[src/rtl/lane_unpacker.sv]
// ---------------------------------------------------------------------------
// lane_unpacker
//
// Accepts a packed word of NLANES lanes (LANE_W bits each) and presents the
// lanes one at a time, lane 0 first, over a valid/ready stream. A new word
// can be accepted in the same cycle the last lane is consumed, so
// back-to-back words stream with no idle cycle between them.
//
// Parameters
//   LANE_W   width of one lane in bits
//   NLANES   lanes per packed word (power of 2, >= 2)
//
// Ports
//   clk        rising-edge clock
//   rst_n      asynchronous active-low reset
//   in_valid   packed word offered
//   in_ready   packed word accepted when in_valid && in_ready
//   in_data    packed word, lane i at [i*LANE_W +: LANE_W]
//   out_valid  lane presented
//   out_ready  lane consumed when out_valid && out_ready
//   out_lane   current lane value
//   out_idx    index of current lane
//   out_last   high on the final lane of a word
//   err        (only with LANE_UNPACKER_CHECK_EN) sticky flag, set when a
//              consumed lane differs from its own index, cleared by reset
//
// Optional feature macro: LANE_UNPACKER_CHECK_EN
// ---------------------------------------------------------------------------
module lane_unpacker #(
    parameter int LANE_W = 6,
    parameter int NLANES = 8
) (
    input  logic                       clk,
    input  logic                       rst_n,
    input  logic                       in_valid,
    output logic                       in_ready,
    input  logic [NLANES*LANE_W-1:0]   in_data,
    output logic                       out_valid,
    input  logic                       out_ready,
    output logic [LANE_W-1:0]          out_lane,
    output logic [$clog2(NLANES)-1:0]  out_idx,
    output logic                       out_last
`ifdef LANE_UNPACKER_CHECK_EN
    ,
    output logic                       err
`endif
);

    localparam int IDX_W = $clog2(NLANES);

    typedef enum logic {
        IDLE,
        EMIT
    } state_t;

    state_t                    state;
    state_t                    state_nxt;
    logic [NLANES*LANE_W-1:0]  data_q;
    logic [IDX_W-1:0]          idx_q;
    logic [LANE_W-1:0]         lanes [NLANES];
    logic                      in_hs;
    logic                      out_hs;

    // View the held word as an array of lanes so the index selects directly.
    for (genvar g = 0; g < NLANES; g++) begin : g_lanes
        assign lanes[g] = data_q[g*LANE_W +: LANE_W];
    end

    assign in_hs  = in_valid && in_ready;
    assign out_hs = out_valid && out_ready;

    // State register.
    always_ff @(posedge clk or negedge rst_n) begin
        if (!rst_n) begin
            state <= IDLE;
        end else begin
            state <= state_nxt;
        end
    end

    // Next state: a last-lane handshake returns to IDLE unless a new word is
    // taken in the same cycle, in which case EMIT continues uninterrupted.
    always_comb begin
        state_nxt = state;
        case (state)
            IDLE: begin
                if (in_hs) begin
                    state_nxt = EMIT;
                end
            end
            EMIT: begin
                if (out_hs && out_last && !in_hs) begin
                    state_nxt = IDLE;
                end
            end
            default: state_nxt = IDLE;
        endcase
    end

    // Outputs: lane fields are forced to zero outside EMIT so an idle block
    // shows no stale lane. in_ready opens on the last-lane handshake to allow
    // zero-bubble streaming.
    always_comb begin
        out_valid = 1'b0;
        out_lane  = '0;
        out_idx   = '0;
        out_last  = 1'b0;
        if (state == EMIT) begin
            out_valid = 1'b1;
            out_lane  = lanes[idx_q];
            out_idx   = idx_q;
            out_last  = (idx_q == IDX_W'(NLANES - 1));
        end
        in_ready = (state == IDLE) || (out_valid && out_ready && out_last);
    end

    // Word and index registers. A fresh word always restarts at index 0; the
    // increment after the last lane wraps to 0 because NLANES is a power of 2.
    always_ff @(posedge clk or negedge rst_n) begin
        if (!rst_n) begin
            data_q <= '0;
            idx_q  <= '0;
        end else if (in_hs) begin
            data_q <= in_data;
            idx_q  <= '0;
        end else if (out_hs) begin
            idx_q  <= idx_q + 1'b1;
        end
    end

`ifdef LANE_UNPACKER_CHECK_EN
    // Sticky self-check: every consumed lane is expected to carry its own
    // index (a ramp pattern), anything else latches err until reset.
    always_ff @(posedge clk or negedge rst_n) begin
        if (!rst_n) begin
            err <= 1'b0;
        end else if (out_hs && (out_lane != LANE_W'(out_idx))) begin
            err <= 1'b1;
        end
    end
`endif

endmodule

[config.mk]
export PLATFORM = sky130hd
export DESIGN_NAME = lane_unpacker
export DESIGN_NICKNAME = d
export VERILOG_FILES = /design/src/rtl/lane_unpacker.sv
export SDC_FILE = /design/constraint.sdc
export NUM_CORES = 1
export LEC_CHECK = 0
export CORE_ASPECT_RATIO = 2
export CORE_MARGIN = 2
export CORE_UTILIZATION = 44
export DETAILED_ROUTE_END_ITERATION = 8
export PLACE_DENSITY = 0.72
export SETUP_SLACK_MARGIN = 0.1
export SLEW_MARGIN = 10
export SYNTH_ARGS = -nofsm -noshare
export SYNTH_HDL_FRONTEND = slang
export SYNTH_SLANG_ARGS = --single-unit
[constraint.sdc]
create_clock -name clk -period 1.8 [get_ports clk]
set_clock_uncertainty 0.05 [all_clocks]
set_input_delay 0.27 -clock clk [delete_from_list [all_inputs] [get_ports clk]]
set_output_delay 0.27 -clock clk [all_outputs]
set_load 0.02 [all_outputs]
# Yosys cells after proc, flatten, opt, wreduce, memory -nomap -nowiden
# Index checks and enable logic that the tools add are counted.
# totals
output_inout_bits	12
elab_cells	27
input_bits	52
regBits	52
# classes
muxes	12
n_lt_le_gt_ge	1
reduce_logical	7
n_addsub	1
n_bitwise	2
eq_ne	1
# ops
op	n
6-bit binary-select mux with 3-bit select	1
6-bit 2-to-1 mux	3
3-bit 2-to-1 mux	3
4-bit greater-or-equal comparator (second input constant)	1
1-bit logical AND	4
1-bit 2-to-1 mux	4
3-bit inverter with 4-bit output	1
3-bit by 1-bit adder with 3-bit output (second input constant)	1
3-bit equality test (second input constant)	1
1-bit case mux with 2 select lines	1
2-bit nonzero test	1
1-bit zero test	1
1-bit logical OR	1
1-bit inverter	1

# Logic depth before layout (Yosys ltp)
# depth
ltp_word	9
mapped_depth	7
mapped_depth_nobuf	5

# Least setup slack after synthesis
# No wires, ideal clock.
# synth_path
kind	reg-to-reg
start	register idx_q[0]
end	register data_q[10]
period_less_slack_ps	1890
stages_incl_launch_ff	8
arrival_time_ps	1715
path_buffers	2
setup_ps	125
setup_slack_ps	-90
t_required_ps	1625
cell_sequence	dfrtp_1 ha_1 ha_1 a21bo_4 nand2_2 buf_6 buf_12 mux2_4
# synth_between
elab_chain_len	5
# synth_lines
element	line_no	source
from (decl)	59	logic [IDX_W-1:0] idx_q;
from (signal assigned)	127	idx_q <= idx_q + 1'b1;
3-bit equality test	112	out_last = (idx_q == IDX_W'(NLANES - 1));
1-bit 2-to-1 mux	108	if (state == EMIT) begin
1-bit logical AND	114	in_ready = (state == IDLE) || (out_valid && out_ready && out_last);
1-bit logical OR	114	
net in_ready	36	output logic in_ready,
1-bit logical AND	69	assign in_hs = in_valid && in_ready;
to (signal assigned)	124	data_q <= in_data;
to (decl)	58	logic [NLANES*LANE_W-1:0] data_q;
# The timed path passes the listed nets, and every way through them passes these cells.
# A chain may end at the register's enable or synchronous reset.

# Final worst setup path
# layout_path
start	register idx_q[1]
end	output out_lane[4]
# layout_between
elab_chain_len	5
# layout_lines
element	line_no	source
3-bit inverter with 4-bit output (implied by the code)	110	out_lane = lanes[idx_q];
6-bit binary-select mux with 3-bit select	110	
6-bit 2-to-1 mux (implied by the code) (2 in a row)	110	
6-bit 2-to-1 mux	108	
to (decl)	40	output logic [LANE_W-1:0] out_lane,
# No other way between the ends. The select of a mux whose other input is x is not followed.

==> metrics.cfg <==
[outcome]
status = complete, but fails checks
violations = negative setup slack

[global_route]
grt_pass1_wl_um = 10310
grt_overflow = 0
grt_use_total_pct = 21.36
grt_max_degree = 53
antenna_found_initial = 0
grt_pass1_vias = 2006

[worst_setup_path]
required_ps = 1480
cp_max_fo = 6
worstRegToRegCells = 8
path_class = reg -> out
critPathLaunchType = register
endpoint_kind = output pin
arrival_ps = 1690

[place]
place_hpwl_um = 3704
gp_congestion = 0.7700
numPortBuffers = 63
pre_cts_slack_ps = -306.4

[clock_network]
cts_buffers = 5
clockBufferDepth = 2
path_clk_slew_ps = 60
root_buffer = clkbuf_16
cts_sinks = 52
clock_latency_ps = 290
h-tree-depth = 2
cts_tree = built

[sta]
fin_crit_ps = 2007
rsz0062_at_grt = yes
finalMaxSlewViolations = 0
setup_violations = 56
tightestPinTransition_ps = 282.4
hold_viol_final = 0
fmax_ghz = 0.4983
relSlewSlack_pct = 81.17
timing.final.crit_share_pct = 111.5
layout_setup_ws_ps = -206.8

[layout]
area_growth_pct = 53.55
nets = 322
drive_gt1_share_pct = 47.96
n_fill_cell = 387
fin_util_pct = 68.77
diodes = 0

[synthesis]
synth_top_area_cell = dfrtp_1
synth_flop_cell = dfrtp_1
netlist_instances = 170
yosysMostFrequentCell = dfrtp_1
yosysWarnings = 0
netlist_area_um2 = 2535
synth_commonest_cells = dfrtp_1, mux2_2, mux2_4
syn_avg_cell_area_um2 = 14.91
synth.distinct_cells = 21
async_reset_ff_share_pct = 100.0
synth.top_cell.area_share_pct = 51.33
yosysSeqAreaShare_pct = 51.33
mappedNetlistNets = 224
ys_ff_latch = 52
synth.area.top_cells = dfrtp_1, mux2_2, mux2_4
synth_edf_count = 0

[pwr]
p_sw_w = 0.001952
power_density_nw_per_um2 = 1626
combPwrFrac_pct = 50.2
p_leak_nw = 1.884
sw_frac_of_total_pct = 30.85
p_int_w = 0.004376
irDropWorstVdd_v = 0.001183
p_seq_share_pct = 33.0
pwr-share-clk_pct = 16.7

[routing]
drtIter0Drc = 29
firstDrtPassIters = 4
ant_nets = 0
totalWireLength_um = 6121
drc_errors = 0
vias = 1750
wl_per_cell_um = 18.55
via_per_inst = 5.303

[die]
start_util_pct = 44.78
die_x_um = 57.67
dieHeight_um = 111.3
row_count = 39
dieArea_um2 = 6421
ioPinCount = 64
core_area_um2 = 5660

[hold_path]
hold_path.class = in -> async

[job]
cap_violations = 0

per-layer routing:
metal  wire, µm  GRT usage, %  share of wire (%)
met5          0             0                  0
met4        186         9.147                3.0
met3        265         4.181                4.3
met2       3358         36.44                 55
met1       2311         25.44                 38
state kept, by name (all words and copies together) (netlist names):
name,flops
idx_q,3
data_q,48
state,1
kinds of logic (layout without fill, tap and decap cells):
family | after synthesis | after routing | share of synthesized area (%)
buffers and inverters | 12 | 111 | 3.800
AOI/OAI and AO/OA | 19 | 19 | 5.035
DFF | 52 | 52 | 51.33
adders and majority gates | 2 | 2 | 0.9870
muxes | 67 | 67 | 35.39
and+or+nand+nor | 18 | 18 | 3.455
area by class of cell:
type	instances	area [µm²]	area share [%]
Sequential cell	52	1304	33.49
Multi-Input combinational cell	106	1290	33.14
Timing Repair Buffer	101	1051	27.00
Clock buffer	6	128.9	3.311
Tap cell	61	76.32	1.961
Clock inverter	2	35.03	0.9000
Inverter	2	7.507	0.1929
final timing paths:
path,start,end,slack (ps)
worst max register to register,idx_q[1],data_q[8],-160
worst min-delay path,rst_n,data_q[11],450
min in group clk,data_q[28],data_q[28],460
worst max-delay path,idx_q[1],out_lane[4],-210
worst min register to register,data_q[28],data_q[28],460
max in group asynchronous,rst_n,idx_q[0],990
repair_timing:
action	4_1_cts	5_1_grt
endpoints found under the hold margin	52	0
endpoints found under the setup margin	60	57
hold buffers	1	0
pin swaps	0	2
setup buffers	10	2
gates resized for setup	88	3
gates cloned	6	0
stage by stage:
step           hold WS (ps)  cells  power, W  setup TNS [ps]  cell area, µm²
2_1_floorplan        -75.59    170  0.003850          -248.2            2550
5_1_grt               475.3    330  0.006708           -8848            3892
3_3_place_gp          228.5    306  0.004910           -7284            3378
6_report              454.3    330  0.006329           -6307            3892
3_5_place_dp          234.6    306  0.004975           -8533            3378
4_1_cts               457.4    331  0.006350           -6070            3926
power by group through the flow:
stage | logic (W) | clock network, W | registers, W
after detailed placement | 0.00291 | 0 | 0.00207
after global routing | 0.00341 | 0.00114 | 0.00216
after CTS | 0.00318 | 0.00109 | 0.00208
after global placement | 0.00286 | 0 | 0.00205
final | 0.00318 | 0.00106 | 0.00209
after floorplan | 0.00190 | 0 | 0.00195
placed cells by master, fill, tap and decap left out, types with 7 or more instances in the layout:
master           instances
buf_4                   20
nor2_1                   7
clkdlybuf4s50_1         50
o22ai_1                  7
dfrtp_1                 50
mux2_2                  13
buf_6                    9
buf_2                    8
buf_12                   7
mux2_4                  48
critical path: stages, from the launching register on:
cell and delay, ps:
dfrtp_1 370, buf_6 150, mux4_2 510, o22ai_2 160
nor2_1 60, buf_2 160
(Power assumes the default switching activity.)
